[config.mk]
export PLATFORM = sky130hd
export DESIGN_NAME = keypad_scanner
export DESIGN_NICKNAME = d
export VERILOG_FILES = /design/src/rtl/keypad_pkg.sv /design/src/rtl/keypad_scanner_debouncer.sv /design/src/rtl/keypad_scanner.sv
export SDC_FILE = /design/constraint.sdc
export NUM_CORES = 1
export LEC_CHECK = 0
export ABC_CLOCK_PERIOD_IN_PS = 6600
export BUFFER_PORTS_ARGS = -buffer_cell sky130_fd_sc_hd__buf_2
export CAP_MARGIN = 0
export CORE_UTILIZATION = 65
export DETAILED_ROUTE_END_ITERATION = 8
export MAX_ROUTING_LAYER = met4
export PLACE_DENSITY = 0.95
export SYNTH_ARGS = -nofsm -noshare
export SYNTH_HDL_FRONTEND = slang
export SYNTH_SLANG_ARGS = --single-unit
[constraint.sdc]
create_clock -name clk -period 6.6 [get_ports clk]
set_clock_uncertainty 0.1 [all_clocks]
set_input_delay 0 -clock clk [delete_from_list [all_inputs] [get_ports clk]]
set_output_delay 0 -clock clk [all_outputs]
set_load 0.05 [all_outputs]
[src/rtl/keypad_pkg.sv]
// Shared key codes, strobe/row constants and the
// keypad map for the 4x4 matrix scanner.
package keypad_pkg;

    localparam logic [3:0] KEY_0      = 4'd0;
    localparam logic [3:0] KEY_1      = 4'd1;
    localparam logic [3:0] KEY_2      = 4'd2;
    localparam logic [3:0] KEY_3      = 4'd3;
    localparam logic [3:0] KEY_4      = 4'd4;
    localparam logic [3:0] KEY_5      = 4'd5;
    localparam logic [3:0] KEY_6      = 4'd6;
    localparam logic [3:0] KEY_7      = 4'd7;
    localparam logic [3:0] KEY_8      = 4'd8;
    localparam logic [3:0] KEY_9      = 4'd9;
    localparam logic [3:0] KEY_BKSP   = 4'd10;
    localparam logic [3:0] KEY_ENTER  = 4'd11;
    localparam logic [3:0] KEY_PAUSE  = 4'd12;
    localparam logic [3:0] KEY_SWITCH = 4'd13;
    localparam logic [3:0] KEY_NONE   = 4'd14;

    localparam logic [3:0] COL_1 = 4'b0111;
    localparam logic [3:0] COL_2 = 4'b1011;
    localparam logic [3:0] COL_3 = 4'b1101;
    localparam logic [3:0] COL_4 = 4'b1110;

    localparam logic [3:0] ROW_1 = 4'b0111;
    localparam logic [3:0] ROW_2 = 4'b1011;
    localparam logic [3:0] ROW_3 = 4'b1101;
    localparam logic [3:0] ROW_4 = 4'b1110;

    // Element [c] is the key in column c of that row; C and D read as NONE.
    localparam logic [3:0][3:0] MAP_R1 = {KEY_PAUSE, KEY_3, KEY_2, KEY_1};
    localparam logic [3:0][3:0] MAP_R2 = {KEY_SWITCH, KEY_6, KEY_5, KEY_4};
    localparam logic [3:0][3:0] MAP_R3 = {KEY_NONE, KEY_9, KEY_8, KEY_7};
    localparam logic [3:0][3:0] MAP_R4 = {KEY_NONE, KEY_ENTER, KEY_0, KEY_BKSP};

    typedef enum logic [1:0] {
        DB_IDLE,
        DB_CAND,
        DB_PRESSED
    } db_state_e;

    function automatic logic [3:0] key_map(
        input logic [1:0] col,
        input logic [3:0] row
    );
        logic [3:0] code;
        code = KEY_NONE;
        case (row)
            ROW_1:   code = MAP_R1[col];
            ROW_2:   code = MAP_R2[col];
            ROW_3:   code = MAP_R3[col];
            ROW_4:   code = MAP_R4[col];
            default: code = KEY_NONE;
        endcase
        return code;
    endfunction

endpackage

[src/rtl/keypad_scanner_debouncer.sv]
// Two-scan confirmation FSM: a key must appear in two
// consecutive scans and needs a NO_KEY scan to re-arm.
module key_debouncer
    import keypad_pkg::*;
(
    input  logic       clk,
    input  logic       rst_n,
    input  logic       scan_done,
    input  logic [3:0] scan_key,
    output logic       key_valid,
    output logic [3:0] key_code
);

    db_state_e  state_q, state_d;
    logic [3:0] cand_q, cand_d;
    logic       valid_q, valid_d;
    logic [3:0] code_q, code_d;

    always_ff @(posedge clk or negedge rst_n) begin
        if (!rst_n) begin
            state_q <= DB_IDLE;
            cand_q  <= KEY_NONE;
            valid_q <= 1'b0;
            code_q  <= KEY_NONE;
        end else begin
            state_q <= state_d;
            cand_q  <= cand_d;
            valid_q <= valid_d;
            code_q  <= code_d;
        end
    end

    always_comb begin
        state_d = state_q;
        cand_d  = cand_q;
        if (scan_done) begin
            unique case (state_q)
                DB_IDLE: begin
                    if (scan_key != KEY_NONE) begin
                        state_d = DB_CAND;
                        cand_d  = scan_key;
                    end
                end
                DB_CAND: begin
                    if (scan_key == KEY_NONE) begin
                        state_d = DB_IDLE;
                    end else if (scan_key == cand_q) begin
                        state_d = DB_PRESSED;
                    end else begin
                        cand_d = scan_key;
                    end
                end
                DB_PRESSED: begin
                    if (scan_key == KEY_NONE) begin
                        state_d = DB_IDLE;
                    end
                end
                default: state_d = DB_IDLE;
            endcase
        end
    end

    always_comb begin
        valid_d = scan_done
               && (state_q == DB_CAND)
               && (scan_key == cand_q)
               && (scan_key != KEY_NONE);
        code_d  = valid_d ? cand_q : code_q;
    end

    assign key_valid = valid_q;
    assign key_code  = code_q;

endmodule

[src/rtl/keypad_scanner.sv]
// 4x4 keypad column strobe, row synchronizer and per-scan
// accumulator feeding the debounce FSM.
module keypad_scanner
    import keypad_pkg::*;
#(
    parameter int unsigned SCAN_TICKS = 62501
) (
    input  logic       clk,
    input  logic       rst_n,
    input  logic [3:0] row_in,
    output logic [3:0] col_out,
    output logic       key_valid,
    output logic [3:0] key_code
);

    localparam int unsigned TW = $clog2(SCAN_TICKS);
    localparam logic [TW-1:0] LAST = TW'(SCAN_TICKS - 1);

    logic [3:0]    sync1_q, sync2_q;
    logic [TW-1:0] tick_q, tick_d;
    logic [1:0]    col_q, col_d;
    logic [1:0]    acc_cnt_q, acc_cnt_d;
    logic [3:0]    acc_key_q, acc_key_d;

    logic          sample;
    logic [2:0]    hit_n;
    logic [1:0]    col_cnt;
    logic [3:0]    col_key;
    logic [1:0]    base_cnt;
    logic [3:0]    base_key;
    logic [2:0]    sum;
    logic [1:0]    sat_cnt;
    logic [3:0]    new_key;
    logic          scan_done;
    logic [3:0]    scan_key;

    always_ff @(posedge clk or negedge rst_n) begin
        if (!rst_n) begin
            sync1_q   <= 4'hf;
            sync2_q   <= 4'hf;
            tick_q    <= '0;
            col_q     <= 2'd0;
            acc_cnt_q <= 2'd0;
            acc_key_q <= KEY_NONE;
        end else begin
            sync1_q   <= row_in;
            sync2_q   <= sync1_q;
            tick_q    <= tick_d;
            col_q     <= col_d;
            acc_cnt_q <= acc_cnt_d;
            acc_key_q <= acc_key_d;
        end
    end

    // Press count saturates at 2: anything above one key is a ghost.
    always_comb begin
        sample   = (tick_q == LAST);
        tick_d   = sample ? '0 : tick_q + TW'(1);
        col_d    = sample ? col_q + 2'd1 : col_q;
        hit_n    = 3'($countones(~sync2_q));
        col_cnt  = (hit_n > 3'd1) ? 2'd2 : hit_n[1:0];
        col_key  = key_map(col_q, sync2_q);
        base_cnt = (col_q == 2'd0) ? 2'd0 : acc_cnt_q;
        base_key = (col_q == 2'd0) ? KEY_NONE : acc_key_q;
        sum      = {1'b0, base_cnt} + {1'b0, col_cnt};
        sat_cnt  = (sum > 3'd1) ? 2'd2 : sum[1:0];
        new_key  = (col_cnt != 2'd0) ? col_key : base_key;
        acc_cnt_d = sample ? sat_cnt : acc_cnt_q;
        acc_key_d = sample ? new_key : acc_key_q;
        scan_done = sample && (col_q == 2'd3);
        scan_key  = (sat_cnt == 2'd1) ? new_key : KEY_NONE;
    end

    always_comb begin
        col_out = COL_1;
        unique case (col_q)
            2'd0: col_out = COL_1;
            2'd1: col_out = COL_2;
            2'd2: col_out = COL_3;
            2'd3: col_out = COL_4;
            default: col_out = COL_1;
        endcase
    end

    key_debouncer u_debouncer (
        .clk       (clk),
        .rst_n     (rst_n),
        .scan_done (scan_done),
        .scan_key  (scan_key),
        .key_valid (key_valid),
        .key_code  (key_code)
    );

endmodule

==> flow_summary.toml, run 1 <==
[pwr]
p_per_area_nw_per_um2 = 178
netSwitchingFraction_pct = 23.6
p_comb_share_pct = 9.6
power.leakage_nw = 1.21
p_switching_mw = 0.112
power.share.clock_pct = 32.9
intPower_mw = 0.361
power_frac_seq_pct = 57.5
ir_worst_vdd_uv = 135

[place]
dpl.cell_count = 291
routabilityCongestion = 0.886
io_buffers = 14
dp_hpwl_um = 3290
pre_cts_ws_ns = 1.63

[critical_path]
crit_top_cell = "ha_1"
max_stage_delay_ns = 0.71
cp_top_family = "adder cells"
arrival_ns = 5.16
cp-startpoint = "sync2_q[3]$_DFF_PN1_"
slowest_stage = "dfstp_2"
end_kind = "flip-flop"
r2r-start = "sync2_q[3]$_DFF_PN1_"
path_cells = "fa_1 -> inv_1 -> ha_1 -> inv_1 -> ha_1 -> nor3b_1 -> ha_1 -> fa_1 -> nor3b_1 -> o21ai_0 -> a31oi_1 -> o21ai_0 -> nor4b_4 -> nand4b_1 -> mux2_2"
cp-start-kind = "flip-flop"
critPathKind = "flip-flop to flip-flop"
required_ns = 6.67
cp_max_fo = 14
critPathBufInv = 2

[timing]
final_hold_viol_count = 0
setup-tns-final_ns = 0
relSlewSlack_pct = 30.1
max_freq_mhz = 197
worstMarginPinSlew_ns = 1.04
rsz0062_at_grt = "no"
fin_crit_ns = 5.09
layout_setup_ws_ns = 1.51
period_share_pct = 77.1
drv_slew = 0
setup_viol = 0

[yosys]
syn-cell-area_um2 = 2430
ys_warn_count = 0
synthTopCellsByArea = "dfrtp_1 27%, dfstp_2 18%, ha_1 8.3%"
async_flop_share_pct = 100
synth_area_per_cell_um2 = 10.3
synth_enable_flop_cells = 0
ys_ff_latch = 43
netlist.area_leader.share_pct = 26.8
synth_area_leader_cell = "dfrtp_1"
synthCells = 236
synth.distinct_cells = 45
yosysSeqAreaShare_pct = 45.2
synthFlopType = "dfrtp_1"
synth_fp_nets = 260

[floorplanning]
rows = 21
die_y_um = 63.1
io-pin-count = 15
dieArea_um2 = 3980
initial_core_util_pct = 70.5
die_w_um = 63.1
coreArea_um2 = 3440

[detailed_routing]
antenna_left = 0
drtIter0Drc = 119
routed_wl_um = 4610
avgRoutedWirePerCell_um = 15.2
drt-pass1-iter-count = 4
post-route-drc-count = 0
route.vias.total = 1825
vias_per_cell = 6.00

[flow_run]
cap_violations = 0

[clock_network]
post-cts-setup-buffers = 0
cts_tree = "done"
numClockSinks = 43
htreeDepth = 2
max-clock-path-buffers = 2
clock_tree.root_cell = "clkbuf_8"
numCtsBuffers = 5
clk_pin_slew_ns = 0.07
clk_latency_ns = 0.29

[layout]
fillers = 233
drive_above_1_share_pct = 19.8
fin_cells = 304
antenna_cells = 0
layout_commonest_cell = "dfrtp_1"
layout.nets = 281
layout_common_cells = "26 x dfrtp_1, 22 x nand2_1, 20 x inv_1"
area_delta_synth_final_pct = 9.80

[status]
status = "completed"

[hold_path]
hp-start = "row_in[3]"
hp-class = "input port to flip-flop"

[global_routing]
grt_pass1_wl_um = 8250
first_global_vias = 1889
antenna_found_initial = 0
gr-usage-all-layers_pct = 27.2
overflow = 0
grt_max_degree = 44
[power groups by stage]
stage	registers, mW	logic (mW)	clock network [mW]
2_1_floorplan	0.274	0.0325	0
3_3_place_gp	0.276	0.0414	0
3_5_place_dp	0.276	0.0430	0
4_1_cts	0.272	0.0454	0.159
5_1_grt	0.272	0.0516	0.169
6_report	0.272	0.0454	0.156
[layout make-up]
type	count	area, um2	share of cell area [%]
clock buffers	7	76.3	2.87
clock inverters	1	5.00	0.188
inverters	20	75.1	2.82
multi-input cells	167	1220	46.0
flip-flops and latches	43	1100	41.2
well taps	46	57.6	2.16
repair buffers	20	128	4.79
[registers in the layout (all words and copies together) (netlist names)]
register	count
u_debouncer.key_valid	1
sync2_q	4
sync1_q	4
u_debouncer.cand_q	4
u_debouncer.key_code	4
u_debouncer.state_q	2
col_q	2
acc_cnt_q	2
tick_q	16
acc_key_q	4
[cell families (layout without fill, tap and decap cells)]
kind of cell,count (synthesis),in the layout,synth area share (%)
mux,11,11,4.95
fa+ha+maj,18,18,9.90
simple gates,93,93,22.4
buf+inv,26,48,4.28
xor+xnor,16,16,5.78
flops,43,43,45.2
compound gates,29,29,7.48
[stage by stage]
step | area [um2] | hold WS, ns | power [mW] | util, %
2_1_floorplan | 2430 | -0.396 | 0.307 | -
3_3_place_gp | 2530 | 0.00532 | 0.318 | 73.6
3_5_place_dp | 2530 | 0.00652 | 0.319 | 73.6
4_1_cts | 2660 | 0.243 | 0.476 | 77.4
5_1_grt | 2660 | 0.256 | 0.493 | 77.4
6_report | 2660 | 0.250 | 0.473 | 77.4
[path summary, 6_finish.rpt]
kind                                                endpoint  slack [ns]  cells after the start
min in group asynchronous               col_q[0]$_DFFE_PN0N_        0.28                      2
setup / recovery           u_debouncer.cand_q[0]$_DFFE_PN0P_        1.51                     15
hold reg to reg                         sync2_q[0]$_DFF_PN1_        0.26                      0
max in group asynchronous           acc_cnt_q[1]$_DFFE_PN0N_        5.56                      2
setup reg to reg           u_debouncer.cand_q[0]$_DFFE_PN0P_        1.51                     15
hold / removal                          sync1_q[3]$_DFF_PN1_        0.25                      2
[metal layers]
layer  share of wire [%]  track usage [%]
met5                   0                -
met4                 3.1             10.8
met3                 4.3             5.43
met2                  50             45.3
met1                  42             32.4
[cells in the mapped netlist, drive strengths merged (4+ instances only)]
| cell type | number |
|---|---|
| nand2 | 22 |
| inv | 20 |
| dfrtp | 26 |
| ha | 16 |
| xnor2 | 9 |
| nor2 | 18 |
| mux2 | 8 |
| nand4 | 4 |
| o21ai | 12 |
| nand2b | 5 |
| nand4b | 6 |
| nor4 | 5 |
| dfstp | 17 |
| xor2 | 7 |
| a21oi | 4 |
| nand3 | 9 |
| nor3b | 4 |
[timing repair]
| item | in CTS | in global routing |
|---|---|---|
| setup endpoints to repair | 0 | 0 |
| gates resized for setup | 0 | 0 |
| hold buffers | 5 | 0 |
| hold endpoints to repair | 30 | 0 |
[worst reg2reg max path, delay by kind of cell, from the launching register on]
kind                       cells  cell delay, ns
AOI/OAI and AO/OA              3            0.57
adders and majority gates      5            1.56
buffers and inverters          2            0.11
DFF                            1            0.71
muxes                          1            0.38
and+or+nand+nor                4            1.55
Note: power is estimated with default switching activity, not from simulation.
==> inputs of run 2 (changes only) <==
Settings changed: ABC_CLOCK_PERIOD_IN_PS 6600 to 5200, CORE_UTILIZATION 65 to 60, PLACE_DENSITY 0.95 to 0.9.
Clock period 6.6 ns to 5.2 ns, I/O delays scaled along.
==> run 2 against run 1 <==
  * Worst setup slack worse by 0.89 ns
  * Sequential cell count stayed put
  * Routed wire length is 1.6% lower
  * Clock power is 71% higher
  * Core utilization is 5.3 points lower
  * First-iteration DRC count is 25% higher
  * Non-clock buffer count is 2 higher
  * Count of clock-buffer cells in the layout is 1 lower
  * Power is 42% higher
  * Critical endpoint unchanged
==> flow_summary.toml, run 2 (synthesized netlist as in run 1, its figures left out) <==
[pwr]
netSwitchingFraction_pct = 22.3
intPower_mw = 0.522
total_power_mw = 0.672
power_frac_seq_pct = 51.4
power.leakage_nw = 1.24
p_per_area_nw_per_um2 = 247
power.share.clock_pct = 39.6
p_switching_mw = 0.150
p_comb_share_pct = 9.0
ir_worst_vdd_uv = 141

[layout]
largest_reg_flops = 16
fillers = 272
antenna_cells = 0
multiInputGateArea_um2 = 1220
layout_commonest_cell = "dfrtp_1"
final_core_util_pct = 72.1
layout_common_cells = "26 x dfrtp_1, 22 x nand2_1, 20 x inv_1"
top_register = "tick_q"
drive_above_1_share_pct = 21.2
seq_area_um2 = 1100
fin_cells = 308
area_delta_synth_final_pct = 12.0
layout.nets = 283

[global_routing]
overflow = 0
gr-usage-all-layers_pct = 24.8
grt_pass1_wl_um = 7820
antenna_found_initial = 0
grt_max_degree = 44
first_global_vias = 1723

[clock_network]
numCtsBuffers = 5
post-cts-setup-buffers = 0
clock_tree.root_cell = "clkbuf_8"
max-clock-path-buffers = 2
ctsHoldBuffers = 5
numClockSinks = 43
cts_resized = 0
clk_pin_slew_ns = 0.08
htreeDepth = 2
cts_tree = "done"
clk_latency_ns = 0.29

[timing]
rsz0062_at_grt = "no"
period_share_pct = 87.9
drv_slew = 0
max_freq_mhz = 219
setup_viol = 0
setup-tns-final_ns = 0
fin_crit_ns = 4.57
layout_setup_ws_ns = 0.627
final_hold_viol_count = 0
worstMarginPinSlew_ns = 0.920
relSlewSlack_pct = 38.6

[critical_path]
end_kind = "flip-flop"
r2r_cells = 16
critPathKind = "flip-flop to flip-flop"
cp_max_fo = 14
r2r-start = "sync2_q[3]$_DFF_PN1_"
required_ns = 5.28
arrival_ns = 4.65
cp-start-kind = "flip-flop"
r2r_end = "u_debouncer.cand_q[0]$_DFFE_PN0P_"
rrSetupSlack_ns = 0.63

[detailed_routing]
drt-pass1-iter-count = 4
antenna_left = 0
routed_wl_um = 4530
avgRoutedWirePerCell_um = 14.7
drtIter0Drc = 149
vias_per_cell = 5.77
post-route-drc-count = 0
route.vias.total = 1776

[hold_path]
hold_path_end = "sync2_q[3]$_DFF_PN1_"
holdPathStages = 0
hp-class = "flip-flop to flip-flop"
hp-start = "sync1_q[3]$_DFF_PN1_"

[place]
dpl.cell_count = 295
io_buffers = 14
dp_hpwl_um = 3290
routabilityCongestion = 0.918
pre_cts_ws_ns = 0.652

[floorplanning]
rows = 22
io-pin-count = 15
dieArea_um2 = 4300
initial_core_util_pct = 64.3
die_w_um = 65.6
coreArea_um2 = 3770
die_y_um = 65.6

[flow_run]
cap_violations = 0

[status]
status = "completed"
-- run 2: changes by cell type in the layout (fill, tap and decap cells not counted) --
| cell | delta |
|---|---|
| clkbuf_8 | +1 |
| clkbuf_1 | -2 |
| buf_4 | +2 |
| bufinv_16 | +1 |
-- run 2: final cells by class --
class                      count  share of cell area, %
clock inverter                 2                   1.29
inverter                      20                   2.76
clock buffer                   6                   3.04
sequential                    43                   40.4
timing repair buffer          22                   5.25
multi-input combinational    167                   45.1
tap                           48                   2.21
-- run 2: worst max path at each step --
stage | from | to | slack [ns]
after floorplan | sync2_q[1]$_DFF_PN1_ | u_debouncer.cand_q[0]$_DFFE_PN0P_ | 0.85
after global placement | sync2_q[3]$_DFF_PN1_ | u_debouncer.cand_q[0]$_DFFE_PN0P_ | 0.84
after detailed placement | sync2_q[3]$_DFF_PN1_ | u_debouncer.cand_q[0]$_DFFE_PN0P_ | 0.65
after CTS | sync2_q[3]$_DFF_PN1_ | u_debouncer.cand_q[0]$_DFFE_PN0P_ | 0.66
after global routing | sync2_q[3]$_DFF_PN1_ | u_debouncer.cand_q[0]$_DFFE_PN0P_ | 0.38
final | sync2_q[3]$_DFF_PN1_ | u_debouncer.cand_q[0]$_DFFE_PN0P_ | 0.63
-- run 2: power by group through the flow --
stage               registers, mW  logic (mW)  clock network, mW
detailed placement          0.351      0.0573                  0
global route                0.346      0.0689              0.288
global placement            0.351      0.0551                  0
floorplan                   0.348      0.0413                  0
finish                      0.345      0.0605              0.266
CTS                         0.345      0.0603              0.272
-- run 2: routing by layer --
layer  part of all wire (%)  up-vias  global-route usage, %
li1                       -      868                      -
met1                     44      856                   30.9
met2                     50       47                   40.7
met3                    5.6        5                   5.73
met4                   0.66        0                   6.52
met5                      0        -                      -
-- run 2: worst max-delay path, stage by stage (launching register included) --
cell and delay, ns:
dfstp_2 0.72, fa_1 0.47, inv_1 0.06, ha_1 0.17, inv_1 0.06, ha_1 0.31
nor3b_1 0.24, ha_1 0.20, fa_1 0.43, nor3b_1 0.20, buf_4 0.17, o21ai_0 0.09
a31oi_1 0.14, o21ai_0 0.15, nor4b_4 0.30, nand4b_1 0.27, mux2_2 0.37
-- run 2: through the flow --
stage / hold WS, ns / area, um2
after floorplan: -0.396 / 2430
after global placement: 0.00441 / 2550
after detailed placement: 0.00652 / 2550
after CTS: 0.240 / 2720
after global routing: 0.238 / 2720
final: 0.250 / 2720
